$ cat src/rtl/vga_sync_decoder.sv
// rtl/vga_sync_decoder.sv - VGA receive-side timing recovery: raster position, data-enable, lock and error count.
// Optional build macro VGA_DECODER_CRC_EN adds a per-frame CRC-16/CCITT of the visible pixels.
module vga_sync_decoder #(
    parameter int   H_VISIBLE   = 640,
    parameter int   H_FP        = 16,
    parameter int   H_SYNC      = 96,
    parameter int   H_BP        = 48,
    parameter int   V_VISIBLE   = 480,
    parameter int   V_FP        = 10,
    parameter int   V_SYNC      = 2,
    parameter int   V_BP        = 33,
    parameter logic SYNC_ACTIVE = 1'b0,
    parameter int   LOCK_FRAMES = 2,
    parameter int   H_TIMEOUT   = 1024
) (
    input  logic        clk,
    input  logic        rst,
    input  logic        px_en,
    input  logic        hsync,
    input  logic        vsync,
    input  logic [29:0] rgb_in,
    output logic [10:0] x,
    output logic [10:0] y,
    output logic        de,
    output logic [29:0] px_out,
    output logic        locked,
    output logic        frame_start,
    output logic [7:0]  err_count
`ifdef VGA_DECODER_CRC_EN
    ,
    output logic [15:0] frame_crc
`endif
);
    localparam logic [10:0] H_LAST   = 11'(H_VISIBLE + H_FP + H_SYNC + H_BP - 1);
    localparam logic [10:0] V_LAST   = 11'(V_VISIBLE + V_FP + V_SYNC + V_BP - 1);
    localparam logic [10:0] H_LOAD   = 11'(H_VISIBLE + H_FP);
    localparam logic [10:0] V_LOAD   = 11'(V_VISIBLE + V_FP);
    localparam logic [10:0] H_VIS    = 11'(H_VISIBLE);
    localparam logic [10:0] V_VIS    = 11'(V_VISIBLE);
    localparam logic [10:0] TO_LAST  = 11'(H_TIMEOUT - 1);
    localparam logic [3:0]  LOCK_CNT = 4'(LOCK_FRAMES);

    typedef enum logic [1:0] {SEARCH, TRACK, LOCKED} state_t;

    state_t      state_q, state_d;
    logic        hs_q, hs_prev_q, vs_q, vs_prev_q;
    logic [29:0] rgb_q;
    logic [10:0] hcnt_q, hcnt_d, vcnt_q, vcnt_d, to_q, to_d;
    logic [3:0]  clean_q, clean_d;
    logic [7:0]  err_q, err_d;
    logic [10:0] x_q, x_d, y_q, y_d;
    logic        de_q, de_d, locked_q, locked_d, fs_q, fs_d;
    logic [29:0] px_q, px_d;
    logic        h_edge, v_edge, h_wrap, tracking, h_err, v_err;
    logic [10:0] h_next, v_next;

    // Counters label the sample currently held in the capture registers.
    always_comb begin
        h_edge   = (hs_q == SYNC_ACTIVE) && (hs_prev_q != SYNC_ACTIVE);
        v_edge   = (vs_q == SYNC_ACTIVE) && (vs_prev_q != SYNC_ACTIVE);
        h_wrap   = (hcnt_q == H_LAST);
        h_next   = h_wrap ? 11'd0 : hcnt_q + 11'd1;
        if (!h_wrap)
            v_next = vcnt_q;
        else if (vcnt_q == V_LAST)
            v_next = 11'd0;
        else
            v_next = vcnt_q + 11'd1;
        tracking = (state_q != SEARCH);
        h_err    = tracking && (h_edge ? (h_next != H_LOAD) : (to_q == TO_LAST));
        v_err    = tracking && v_edge && (v_next != V_LOAD);

        state_d  = state_q;
        hcnt_d   = h_next;
        vcnt_d   = v_next;
        clean_d  = clean_q;
        err_d    = err_q;
        to_d     = (h_edge || !tracking) ? 11'd0 : to_q + 11'd1;

        // An error beats a simultaneous sync edge: no counter reload.
        if (h_err || v_err) begin
            state_d = SEARCH;
            to_d    = 11'd0;
            if (err_q != 8'hFF)
                err_d = err_q + 8'd1;
        end else begin
            if (h_edge)
                hcnt_d = H_LOAD;
            if (v_edge) begin
                vcnt_d = V_LOAD;
                case (state_q)
                    SEARCH: begin
                        state_d = TRACK;
                        clean_d = 4'd0;
                    end
                    TRACK: begin
                        clean_d = clean_q + 4'd1;
                        if (clean_q + 4'd1 >= LOCK_CNT)
                            state_d = LOCKED;
                    end
                    default: ;
                endcase
            end
        end

        locked_d = (state_d == LOCKED);
        de_d     = locked_d && (hcnt_d < H_VIS) && (vcnt_d < V_VIS);
        x_d      = (state_d == SEARCH) ? 11'd0 : hcnt_d;
        y_d      = (state_d == SEARCH) ? 11'd0 : vcnt_d;
        px_d     = de_d ? rgb_q : 30'd0;
        fs_d     = locked_d && (hcnt_d == 11'd0) && (vcnt_d == 11'd0);
    end

`ifdef VGA_DECODER_CRC_EN
    localparam logic [15:0] CRC_SEED = 16'hFFFF;
    logic [15:0] acc_q, crc_q;

    function automatic logic [15:0] crc30(input logic [15:0] c, input logic [29:0] d);
        logic [15:0] r;
        r = c;
        for (int i = 29; i >= 0; i--)
            r = {r[14:0], 1'b0} ^ ((r[15] ^ d[i]) ? 16'h1021 : 16'h0000);
        return r;
    endfunction

    assign frame_crc = crc_q;
`endif

    always_ff @(posedge clk or negedge rst) begin
        if (!rst) begin
            state_q   <= SEARCH;
            hs_q      <= 1'b0;
            hs_prev_q <= 1'b0;
            vs_q      <= 1'b0;
            vs_prev_q <= 1'b0;
            rgb_q     <= 30'd0;
            hcnt_q    <= 11'd0;
            vcnt_q    <= 11'd0;
            to_q      <= 11'd0;
            clean_q   <= 4'd0;
            err_q     <= 8'd0;
            x_q       <= 11'd0;
            y_q       <= 11'd0;
            de_q      <= 1'b0;
            px_q      <= 30'd0;
            locked_q  <= 1'b0;
            fs_q      <= 1'b0;
`ifdef VGA_DECODER_CRC_EN
            acc_q     <= CRC_SEED;
            crc_q     <= 16'd0;
`endif
        end else begin
            fs_q <= 1'b0;
            if (px_en) begin
                hs_q      <= hsync;
                hs_prev_q <= hs_q;
                vs_q      <= vsync;
                vs_prev_q <= vs_q;
                rgb_q     <= rgb_in;
                state_q   <= state_d;
                hcnt_q    <= hcnt_d;
                vcnt_q    <= vcnt_d;
                to_q      <= to_d;
                clean_q   <= clean_d;
                err_q     <= err_d;
                x_q       <= x_d;
                y_q       <= y_d;
                de_q      <= de_d;
                px_q      <= px_d;
                locked_q  <= locked_d;
                fs_q      <= fs_d;
`ifdef VGA_DECODER_CRC_EN
                // The frame's first pixel coincides with frame_start, so fold it into a fresh seed.
                if (state_d == SEARCH) begin
                    acc_q <= CRC_SEED;
                end else if (fs_d) begin
                    crc_q <= acc_q;
                    acc_q <= crc30(CRC_SEED, px_d);
                end else if (de_d) begin
                    acc_q <= crc30(acc_q, px_d);
                end
`endif
            end
        end
    end

    assign x           = x_q;
    assign y           = y_q;
    assign de          = de_q;
    assign px_out      = px_q;
    assign locked      = locked_q;
    assign frame_start = fs_q;
    assign err_count   = err_q;
endmodule

$ cat config.mk
export PLATFORM = sky130hd
export DESIGN_NAME = vga_sync_decoder
export DESIGN_NICKNAME = d
export VERILOG_FILES = /design/src/rtl/vga_sync_decoder.sv
export SDC_FILE = /design/constraint.sdc
export NUM_CORES = 1
export LEC_CHECK = 0
export BUFFER_PORTS_ARGS = -buffer_cell sky130_fd_sc_hd__buf_2
export CAP_MARGIN = 20
export CORE_UTILIZATION = 41
export DETAILED_ROUTE_END_ITERATION = 10
export PLACE_DENSITY_LB_ADDON = 0.12
export SYNTH_ARGS = -nofsm -noshare
export SYNTH_HDL_FRONTEND = slang
export SYNTH_SLANG_ARGS = --single-unit
$ cat constraint.sdc
create_clock -name clk -period 8.4 [get_ports clk]
set_clock_uncertainty 0.15 [all_clocks]
set_input_delay 0.84 -clock clk [delete_from_list [all_inputs] [get_ports clk]]
set_output_delay 0.84 -clock clk [all_outputs]
set_load 0.02 [all_outputs]
==> out/results.ini <==
[critical_path]
cp.required_ns = 8.60
crit_path_end_kind = register
critical_path.max_fanout = 17
start_kind = register
arrival_ns = 4.93
startpoint = hcnt_q[5]$_DFFE_PN0P_
critPathTopFamily = simple AND/OR/NAND/NOR gates
cpPeakStageDelay_ns = 0.64
r2r_start = hcnt_q[5]$_DFFE_PN0P_
path_cells = or4b_4 > or3_1 > or4_4 > xor2_1 > a2111o_1 > o21ai_4 > nand3_1 > nor2_1 > a22o_1
crit_type = reg -> reg
path_buf_inv = 0
worst_path_max_delay_cell = or4_4

[cells_and_area]
ff_latch_area_sq_mm = 0.00340
final_cells = 900
multi_input_area_sq_mm = 0.00282
fin_util_pct = 50.8
syn_to_final_growth_pct = 20.5
antenna_cells = 0
fin_nets = 718
nFillCells = 1400
final_layout_size_suffix_gt1_share_pct = 26.6

[pwr]
ir_worst_vdd_uv = 169
power.internal_mw = 1.42
pwr_density_cell_mw_per_mm2 = 264
comb_power_share_pct = 19.6
total_power_mw = 2.05
power_frac_seq_pct = 40.9
switchingPower_mw = 0.630
p_sw_share_pct = 30.8
power_leakage_nw = 3.51
power.share.clock_pct = 39.4

[timing]
fin_crit_sh_pct = 56.3
post-route-min-period_ns = 4.73
fmax_ghz = 0.211
hold_ws_ns = 0.322
worst_slew_pin_slew_ns = 0.846
rsz0062_at_grt = no
setup_viol = 0
slew_viol_final = 0
slew_headroom_pct = 43.6
hold_viol = 0
tns_ns = 0

[yosys]
yosys.area_share.adder_pct = 1.36
synthMuxAreaShare_pct = 7.40
synth_ff_type = dfrtp_1
synth-simple-area-share_pct = 14.4
synth_top_family_by_area = compound AO/OA/AOI/OAI gates
synth_top_area_share_pct = 53.0
synth_compound_area_share_pct = 17.5
synth_edf_count = 0
synthArstFlopShare_pct = 100
syn-num-nets = 635
yosys.area_share.xor_xnor_pct = 3.00
seq_area_frac_synth_pct = 53.0
synth.distinct_cells = 61
netlist_area_sq_mm = 0.00643
synth_warnings = 0
synth_cells = 593
synth.largest_area_cell = dfrtp_1
netlist_top_cells_area = dfrtp_1 53%, mux2_2 6.3%, a22o_1 5.3%
yosys_register_bits = 136
syn_area_per_cell_sq_um = 10.8

[global_route]
grt-ovfl-total = 0
grt_pass1_wl_um = 25700
grt_pass1_vias = 4952
track_usage_pct = 20.4
grt_max_degree = 79
antenna_found_initial = 0

[detailed_routing]
drc = 0
vias = 4901
drt-total-wl_um = 15400
dr.pass1.iters = 4
vias_per_cell = 5.45
wl_per_cell_um = 17.1
antenna_left = 0
drt-initial-drc-count = 424

[clocking]
cts_tree = built
clkLatencyLatePin_ns = 0.42
cts-resized-gates = 0
htreeDepth = 4
cts_buffers = 17
postCtsSetupBuffers = 0
clk_pin_slew_ns = 0.06
clock_path_buffers = 2
cts.sinks = 136
hold_buffers = 0
cts_root_buffer = clkbuf_16

[die]
die_area_sq_mm = 0.0162
die_x_um = 127
initial_core_util_pct = 42.1
core_area_sq_mm = 0.0153
pin_count = 98
num_rows = 45
dieHeight_um = 127

[place]
dp.cells = 867
place.gp.congestion = 0.879
detailed_place_hpwl_um = 10400
io_buffer_count = 97

[outcome]
status = completed

[worst_hold_path]
hp-class = in -> async

[run]
max_cap_viol_count = 0

-- sequential cells by signal, summed over array words and instances, names as in the netlist, 2 cells and up --
| signal | flops |
|---|---|
| vcnt_q | 11 |
| clean_q | 4 |
| px_out | 30 |
| y | 11 |
| to_q | 11 |
| state_q | 2 |
| hcnt_q | 11 |
| x | 11 |
| err_count | 8 |
| rgb_q | 30 |
-- cell type report --
class	count	share of cell area (%)
clock buffers	20	5.90
clock inverters	12	2.42
inverters	16	0.776
multi-input cells	402	36.4
flip-flops and latches	136	43.9
well taps	211	3.41
repair buffers	103	7.19
-- synthesized netlist by cell type, drive strengths merged (2+ instances only) --
cell and n:
o2111ai 2, o311ai 2, buf 7, and3 8, o2bb2ai 20, ha 7, inv 16, xnor2 14
nor4bb 3, clkbuf 32, nor4 8, or2 6, or4 3, o31ai 5, a21oi 23, nand2 39
a21o 5, o221ai 2, a31oi 9, dfrtp 136, o211ai 2, mux2 36, nor2 42, mux2i 7
o21a 4, o22a 2, o32ai 2, nand4 9, nand3 28, nor3 14, nor2b 5, xor2 8
a22o 39, and2 6, o22ai 5, o21ai 13, a311o 2, a41oi 2, nand2b 6
-- power groups by stage --
stage | clock [mW] | sequential [mW] | combinational [mW]
2_1_floorplan | 0 | 0.867 | 0.245
3_3_place_gp | 0 | 0.844 | 0.400
3_5_place_dp | 0 | 0.849 | 0.405
4_1_cts | 0.828 | 0.837 | 0.407
5_1_grt | 0.858 | 0.855 | 0.446
6_report | 0.807 | 0.838 | 0.402
-- layer usage --
layer	routed length [um]	global-route usage (%)	share of wire (%)
met1	7100	26.9	46
met5	0	0	0
met4	297	6.86	1.9
met3	680	5.07	4.4
met2	7310	32.9	48
-- worst paths after layout --
| kind | to | slack (ns) | cells past startpoint |
|---|---|---|---|
| min in group clk | y[6]$_DFFE_PN0P_ | 0.33 | 1 |
| worst max register to register | x[5]$_DFFE_PN0P_ | 3.67 | 9 |
| max in group asynchronous | rgb_q[7]$_DFFE_PN0P_ | 6.58 | 2 |
| worst min register to register | y[6]$_DFFE_PN0P_ | 0.33 | 1 |
| worst max-delay path | x[5]$_DFFE_PN0P_ | 3.67 | 9 |
| worst min-delay path | y[5]$_DFFE_PN0P_ | 0.32 | 1 |
-- layout by cell type (no fill, tap or decap), types with 9 or more instances in the layout --
cell       netlist  layout
nand3_1         27      27
a22o_1          39      39
nand2_1         38      38
a21oi_1         23      23
buf_2            6      96
inv_1           15      15
o21ai_0         12      12
o2bb2ai_1       20      20
dfrtp_1        136     136
clkbuf_16        0      17
a31oi_1          9       9
nor2_1          42      42
nor3_1          13      13
nand4_1          9       9
xnor2_1         14      14
mux2_2          36      36
-- worst register-to-register path, stage by stage, from the launching register on --
cell	delay, ns
dfrtp_1	0.53
or4b_4	0.62
or3_1	0.60
or4_4	0.65
xor2_1	0.16
a2111o_1	0.47
o21ai_4	0.27
nand3_1	0.53
nor2_1	0.49
a22o_1	0.19
-- kinds of logic after synthesis --
kind of cell    after synthesis
mux                          43
simple gates                182
compound gates              148
flops                       136
buf+inv                      55
xor+xnor                     22
fa+ha+maj                     7
-- metrics by stage --
step                cell area, sq um  setup WS, ns
floorplan                       6430          4.58
global placement                7070          3.59
detailed placement              7070          3.45
CTS                             7720          3.44
global route                    7740          3.48
finish                          7740          3.67
Power figures use the tool's default switching activity.
